$ cat src/rtl/ifu_fetch_queue.sv
// rtl/ifu_fetch_queue.sv - instruction fetch stage: sequential PC, 1-cycle memory, FIFO to decode
module ifu_fetch_queue #(
  parameter int          DEPTH     = 4,
  parameter logic [31:0] RESET_PC  = 32'h0000_3000,
  parameter int          IM_ADDR_W = 12
) (
  input  logic                 clk,
  input  logic                 reset,
  input  logic                 redirect_valid,
  input  logic [31:0]          redirect_pc,
  output logic                 im_en,
  output logic [IM_ADDR_W-1:0] im_addr,
  input  logic [31:0]          im_rdata,
  output logic                 out_valid,
  output logic [31:0]          out_pc,
  output logic [31:0]          out_instr,
  input  logic                 out_ready
);

  localparam int PTR_W = $clog2(DEPTH);
  localparam int CNT_W = PTR_W + 1;
  localparam logic [CNT_W:0] DEPTH_C = DEPTH[CNT_W:0];

  logic [31:0]      fetch_pc_q, fetch_pc_d;
  logic [31:0]      req_pc_q, req_pc_d;
  logic             inflight_q, inflight_d;
  logic             drop_q, drop_d;
  logic [PTR_W-1:0] head_q, head_d;
  logic [PTR_W-1:0] tail_q, tail_d;
  logic [CNT_W-1:0] count_q, count_d;
  logic [63:0]      mem_q [DEPTH];

  logic [CNT_W:0]   used;
  logic [31:0]      pc_off;
  logic             push;
  logic             pop;
  logic             unused_bits;

  // Credit check counts the read in flight so a return always has a free slot.
  assign used      = {1'b0, count_q} + {{CNT_W{1'b0}}, inflight_q};
  assign im_en     = !reset && !redirect_valid && (used < DEPTH_C);
  assign pc_off    = fetch_pc_q - RESET_PC;
  assign im_addr   = pc_off[IM_ADDR_W+1:2];

  assign out_valid = (count_q != '0) && !redirect_valid;
  assign out_pc    = mem_q[head_q][63:32];
  assign out_instr = mem_q[head_q][31:0];

  assign push = inflight_q && !drop_q && !redirect_valid;
  assign pop  = out_valid && out_ready;

  assign unused_bits = ^{redirect_pc[1:0], pc_off[1:0], pc_off[31:IM_ADDR_W+2]};

  always_comb begin
    fetch_pc_d = fetch_pc_q;
    req_pc_d   = req_pc_q;
    inflight_d = 1'b0;
    drop_d     = 1'b0;
    head_d     = head_q;
    tail_d     = tail_q;
    count_d    = count_q;
    if (redirect_valid) begin
      fetch_pc_d = {redirect_pc[31:2], 2'b00};
      drop_d     = inflight_q;
      head_d     = '0;
      tail_d     = '0;
      count_d    = '0;
    end else begin
      inflight_d = im_en;
      if (im_en) begin
        req_pc_d   = fetch_pc_q;
        fetch_pc_d = fetch_pc_q + 32'd4;
      end
      if (push) tail_d = tail_q + 1'b1;
      if (pop)  head_d = head_q + 1'b1;
      case ({push, pop})
        2'b10:   count_d = count_q + CNT_W'(1);
        2'b01:   count_d = count_q - CNT_W'(1);
        default: count_d = count_q;
      endcase
    end
  end

  always_ff @(posedge clk or posedge reset) begin
    if (reset) begin
      fetch_pc_q <= RESET_PC;
      req_pc_q   <= RESET_PC;
      inflight_q <= 1'b0;
      drop_q     <= 1'b0;
      head_q     <= '0;
      tail_q     <= '0;
      count_q    <= '0;
    end else begin
      fetch_pc_q <= fetch_pc_d;
      req_pc_q   <= req_pc_d;
      inflight_q <= inflight_d;
      drop_q     <= drop_d;
      head_q     <= head_d;
      tail_q     <= tail_d;
      count_q    <= count_d;
    end
  end

  always_ff @(posedge clk) begin
    if (push) mem_q[tail_q] <= {req_pc_q, im_rdata};
  end

endmodule
$ cat config.mk
export PLATFORM = sky130hd
export DESIGN_NAME = ifu_fetch_queue
export DESIGN_NICKNAME = d
export VERILOG_FILES = /design/src/rtl/ifu_fetch_queue.sv
export SDC_FILE = /design/constraint.sdc
export NUM_CORES = 1
export LEC_CHECK = 0
export CORE_ASPECT_RATIO = 0.9
export CORE_MARGIN = 2
export CORE_UTILIZATION = 30
export DETAILED_ROUTE_END_ITERATION = 10
export PLACE_DENSITY = 0.5
export RECOVER_POWER = 25
export SYNTH_ARGS = -nofsm -noshare
export SYNTH_HDL_FRONTEND = slang
export SYNTH_SLANG_ARGS = --single-unit
$ cat constraint.sdc
create_clock -name clk -period 3.6 [get_ports clk]
set_clock_uncertainty 0.2 [all_clocks]
set_input_delay 0.72 -clock clk [delete_from_list [all_inputs] [get_ports clk]]
set_output_delay 0.72 -clock clk [all_outputs]
set_load 0.005 [all_outputs]
After elaboration in Yosys (flattened, before gate mapping)

Memory sizes are Yosys's and may differ from the RTL's.
Index checks and enable logic that the tools add are counted.

Flip-flop bits (word level): 73
Memory bits (writable): 256
Output and inout bits: 78
Logic and storage cells: 46
Memories: 1

Add/subtract/negate cells: 7
Order comparisons: 1
Equality and inequality tests: 2
Multiplexer cells: 12
Bitwise operators: 1
Reduce and logical (&&, ||, !) cells: 15

Memory list:

| memory | words | width | rd ports | clocked after Yosys merged registers in | wr ports | line | RTL |
|---|---|---|---|---|---|---|---|
| mem_q  | 4     | 64    | 1        | 0                                       | 1        | 31   | `logic [63:0] mem_q [DEPTH];` |

Operator list:

| cell                                                 | number |
|---|---|
| 2-to-1 mux 32 bit                                    | 2 |
| adder 32 x 3 -> 32 bit (second input constant)       | 1 |
| subtractor 14 bit (second input constant)            | 1 |
| 2-to-1 mux 2 bit                                     | 4 |
| logical AND 1 bit                                    | 6 |
| one-hot mux 3 bit (2 select lines)                   | 1 |
| nonzero test 2 bit                                   | 3 |
| nonzero test 3 bit                                   | 2 |
| adder 2 x 1 -> 2 bit (second input constant)         | 2 |
| adder 3 x 1 -> 4 bit                                 | 1 |
| < comparator 4 x 3 -> 1 bit (second input constant)  | 1 |
| 2-to-1 mux 1 bit                                     | 4 |
| adder 3 x 1 -> 3 bit (second input constant)         | 1 |
| logical NOT 1 bit                                    | 3 |
| 2-to-1 mux 3 bit                                     | 1 |
| subtractor 3 x 1 -> 3 bit (second input constant)    | 1 |
| equality test 2 x 1 -> 1 bit (second input constant) | 1 |
| equality test 2 bit (second input constant)          | 1 |
| AND reduction 2 bit                                  | 1 |
| inverter 1 bit                                       | 1 |

Longest topological paths before layout

Depth after elaboration: 6
Gate-level depth with buffers: 8
Depth with buffers taken out: 8

Least setup slack after synthesis

OpenSTA, ideal clock, no wires.

Kind: input port to flip-flop
From: in redirect_valid
To: mem mem_q[2][0], enable pin
Setup time: 427 ps
Data arrival time: 2648 ps
Required time: 2973 ps
Path slack: 325 ps
Cell stages on the path: 3
Buffers on the path: 1
Cells stage by stage: inv_1 clkbuf_1 and3_1

Longest elaborated chain between the ends: 4

RTL lines:

| item                                   | line | RTL |
|---|---|---|
| start: declaration                     | 9    | `input logic redirect_valid,` |
| logical NOT 1 bit                      | 49   | `assign push = inflight_q && !drop_q && !redirect_valid;` |
| logical AND 1 bit                      | 49   |  |
| 2-to-1 mux 1 bit                       | 105  | `if (push) mem_q[tail_q] <= {req_pc_q, im_rdata};` |
| 2-to-1 mux 1 bit (implied by the code) | 105  |  |
| end: declaration                       | 31   |  |

No other way between the ends.

Worst setup path after layout

From: reg head_q[0]
To: out out_pc[20]

Longest elaborated chain between the ends: 1

RTL lines:

| item                     | line | RTL |
|---|---|---|
| start: declaration       | 28   | `logic [PTR_W-1:0] head_q, head_d;` |
| start signal: assignment | 90   | `head_q <= '0;` |
| start signal: assignment | 98   | `head_q <= head_d;` |
| memory (4 x 64 bit)      | --   |  |
| end: declaration         | 15   | `output logic [31:0] out_pc,` |

No other way between the ends.

==> impl_metrics.toml <==
[clocking]
tritoncts = "built"
cts_htree_levels = 2
cts_resized = 0
clk_pin_slew_ns = 0.06
clk-insertion-delay-late_ns = 0.51
cts.hold.buffers_added = 0
clock_sinks = 317
clock_tree.buffer_depth = 3
cts-buffers-inserted = 37
cts_root_buffer = "sky130_fd_sc_hd__clkbuf_16"
postCtsSetupBuffers = 0

[synthesis]
synth_largest_area_cell = "sky130_fd_sc_hd__edfxtp_1"
synth_area_leaders = "sky130_fd_sc_hd__edfxtp_1 60%, sky130_fd_sc_hd__dfrtp_1 13%, sky130_fd_sc_hd__mux4_2 11%"
yosys.cell_types.count = 52
synth_sequential_area_ratio_pct = 73.58
netlist.area_leader.share_pct = 59.70
netlist_top_cells_count = "248 x sky130_fd_sc_hd__edfxtp_1, 128 x sky130_fd_sc_hd__nand2_1, 65 x sky130_fd_sc_hd__dfrtp_1"
async_flop_share_pct = 21.77
edff_count_synth = 248
postSynthRegisterBits = 317
synth.most_common_cell = "sky130_fd_sc_hd__edfxtp_1"
synthCells = 725
yosys_warnings = 0
mappedNetlistArea_um2 = 12470
dominantRegCellSynth = "sky130_fd_sc_hd__edfxtp_1"
synth.avg_cell_area_um2 = 17.21

[power]
power.total_uw = 10250
leakage_power_uw = 0.005412
vdd_drop_max_v = 0.0002724
pwr_per_cell_area_nw_per_um2 = 647.2

[timing]
fin_setup_tns_ns = 0
timing.final.max_slew_violations = 0
tightestPinTransition_ns = 0.8243
post_route_clock_period_utilization_pct = 94.08
timing.final.crit_period_ns = 3.387
finalHoldViolations = 0
report.final.setup_viol = 0
timing.max_slew.rel_slack_pct = 44.93
pnr_worst_setup_slack_ns = 0.2130
max_freq_mhz = 295.3
rsz0062_at_grt = "false"

[drt]
postRouteWirelength_mm = 28.42
postRouteAntennaNets = 0
vias_per_cell = 4.699
vias = 6818
drtIter0Drc = 377
wl_per_cell_um = 19.58
firstDrtPassIters = 4
drc = 0

[setup_path]
crit_type = "reg2out"
critical_path_peak_fanout = 17
worst_setup_path_end_kind = "output pin"
timing.critical_path.required_ns = 2.68
critPathLaunchType = "flip-flop"
worstPathArrival_ns = 2.47

[floorplan]
die_h_um = 197.5
floorplan.initialDensity_pct = 30.56
design.portCount = 146
die_width_um = 218.9
floorplan.die_area_um2 = 43230
floorplan_core_area_um2 = 40810
num_rows = 70

[cells_and_area]
design.final.nets = 962
antennaDiodeCount = 0
post_route_cells_drive_above_1_share_pct = 17.34
layout-area-overhead-vs-synth_pct = 26.92
final_cell_area_um2 = 15830
final_util_pct = 38.79
n_fill_cell = 3810

[global_routing]
grt_overflow = 0
antenna_found_initial = 0
pin_count_of_the_biggest_net_entering_global_routing = 53
groute.usage.overall_pct = 13.40
grt_pass1_vias = 7099
grt_pass1_wl_mm = 43.51

[job]
drv.max_cap_violation_count = 0

[outcome]
outcome = "finished clean"

[worst_hold_path]
hold_path_class = "reg2reg"

[place]
detailedPlacementHpwl_mm = 18.87
post_placement_setup_slack_ns = 0.4259
io_buffers = 141
gp_congestion = 0.7631
detailed_place.area_um2 = 14720
==> final timing paths <==
kind	slack, ns	cells after the start	to	start
worst max-delay path	0.21	3	out_pc[20]	head_q[0]
worst min-delay path	0.31	2	req_pc_q[27]	fetch_pc_q[27]
worst max register to register	1.08	7	count_q[2]	inflight_q
worst min register to register	0.31	2	req_pc_q[27]	fetch_pc_q[27]
max in group asynchronous	1.90	3	req_pc_q[12]	reset
min in group asynchronous	0.58	2	req_pc_q[23]	reset
==> area by class of cell <==
class | count | area, um^2 | area share (%)
timing repair buffer | 167 | 1760 | 11.12
multi-input combinational | 355 | 3060 | 19.33
tap | 540 | 675.6 | 4.267
sequential | 317 | 9186 | 58.02
inverter | 9 | 33.78 | 0.2134
clock inverter | 16 | 152.6 | 0.9641
clock buffer | 47 | 963.4 | 6.085
==> layout by cell type (no fill, tap or decap), drive strengths merged, types with 3 or more instances in the layout <==
master and count:
nor3 4, a21oi 5, nand3 21, a221o 5, xnor2 9, and3 9, clkdlybuf4s50 126, nor4 6
dfrtp 65, mux4 62, o211ai 11, buf 26, dfstp 4, nor2b 4, nand2 129, clkinv 12
o311ai 13, ha 6, a21o 3, dlygate4sd3 14, nor2 16, clkbuf 48, inv 9, and4 3
bufinv 3, edfxtp 248, a22oi 4, o21ai 17, nand4 6
==> through the flow <==
step / hold WS (ns) / std cells
floorplan: 0.2543 / 726
global placement: 0.2833 / 1388
finish: 0.3114 / 1451
global route: 0.3369 / 1451
detailed placement: 0.2938 / 1388
CTS: 0.3021 / 1451
==> cell families after synthesis <==
logic type | share of synthesized area [%]
multiplexers | 11.27
adder cells (fa/ha/maj) | 0.7623
AO/OA/AOI/OAI | 3.731
flip-flops | 73.58
AND/OR/NAND/NOR | 7.914
other | 0.03006
XOR/XNOR | 0.6319
buffers and inverters | 2.076
==> per-layer routing <==
metal / vias to the layer above / part of all wire, % / GRT usage [%] / wire length [um]
met5: - / 0 / 0 / 0
met4: 0 / 1.8 / 3.529 / 505
met3: 39 / 5.8 / 2.556 / 1649
met2: 157 / 47 / 21.41 / 13410
met1: 3480 / 45 / 18.78 / 12840
li1: 3142 / - / - / -
==> critical path: stages, from the launching register on <==
cell                              delay [ns]
sky130_fd_sc_hd__dfrtp_4                0.67
sky130_fd_sc_hd__buf_12                 0.25
sky130_fd_sc_hd__mux4_2                 0.54
sky130_fd_sc_hd__clkdlybuf4s50_1        0.48
==> state kept, by name, indices dropped and copies added (netlist names) <==
| signal | count |
|---|---|
| inflight_q | 1 |
| req_pc_q | 30 |
| mem_q | 248 |
| drop_q | 1 |
| tail_q | 2 |
| count_q | 3 |
| head_q | 2 |
| fetch_pc_q | 30 |
==> where the power goes <==
| group | total (uW) | leakage, uW | switching (uW) | internal, uW |
|---|---|---|---|---|
| registers | 4770 | 0.00310 | 369 | 4400 |
| clock network | 3500 | 0.000548 | 1400 | 2100 |
| logic | 1980 | 0.00176 | 799 | 1180 |
| total | 10200 | 0.00541 | 2570 | 7680 |
No activity file was read; power rests on OpenSTA's default activity.
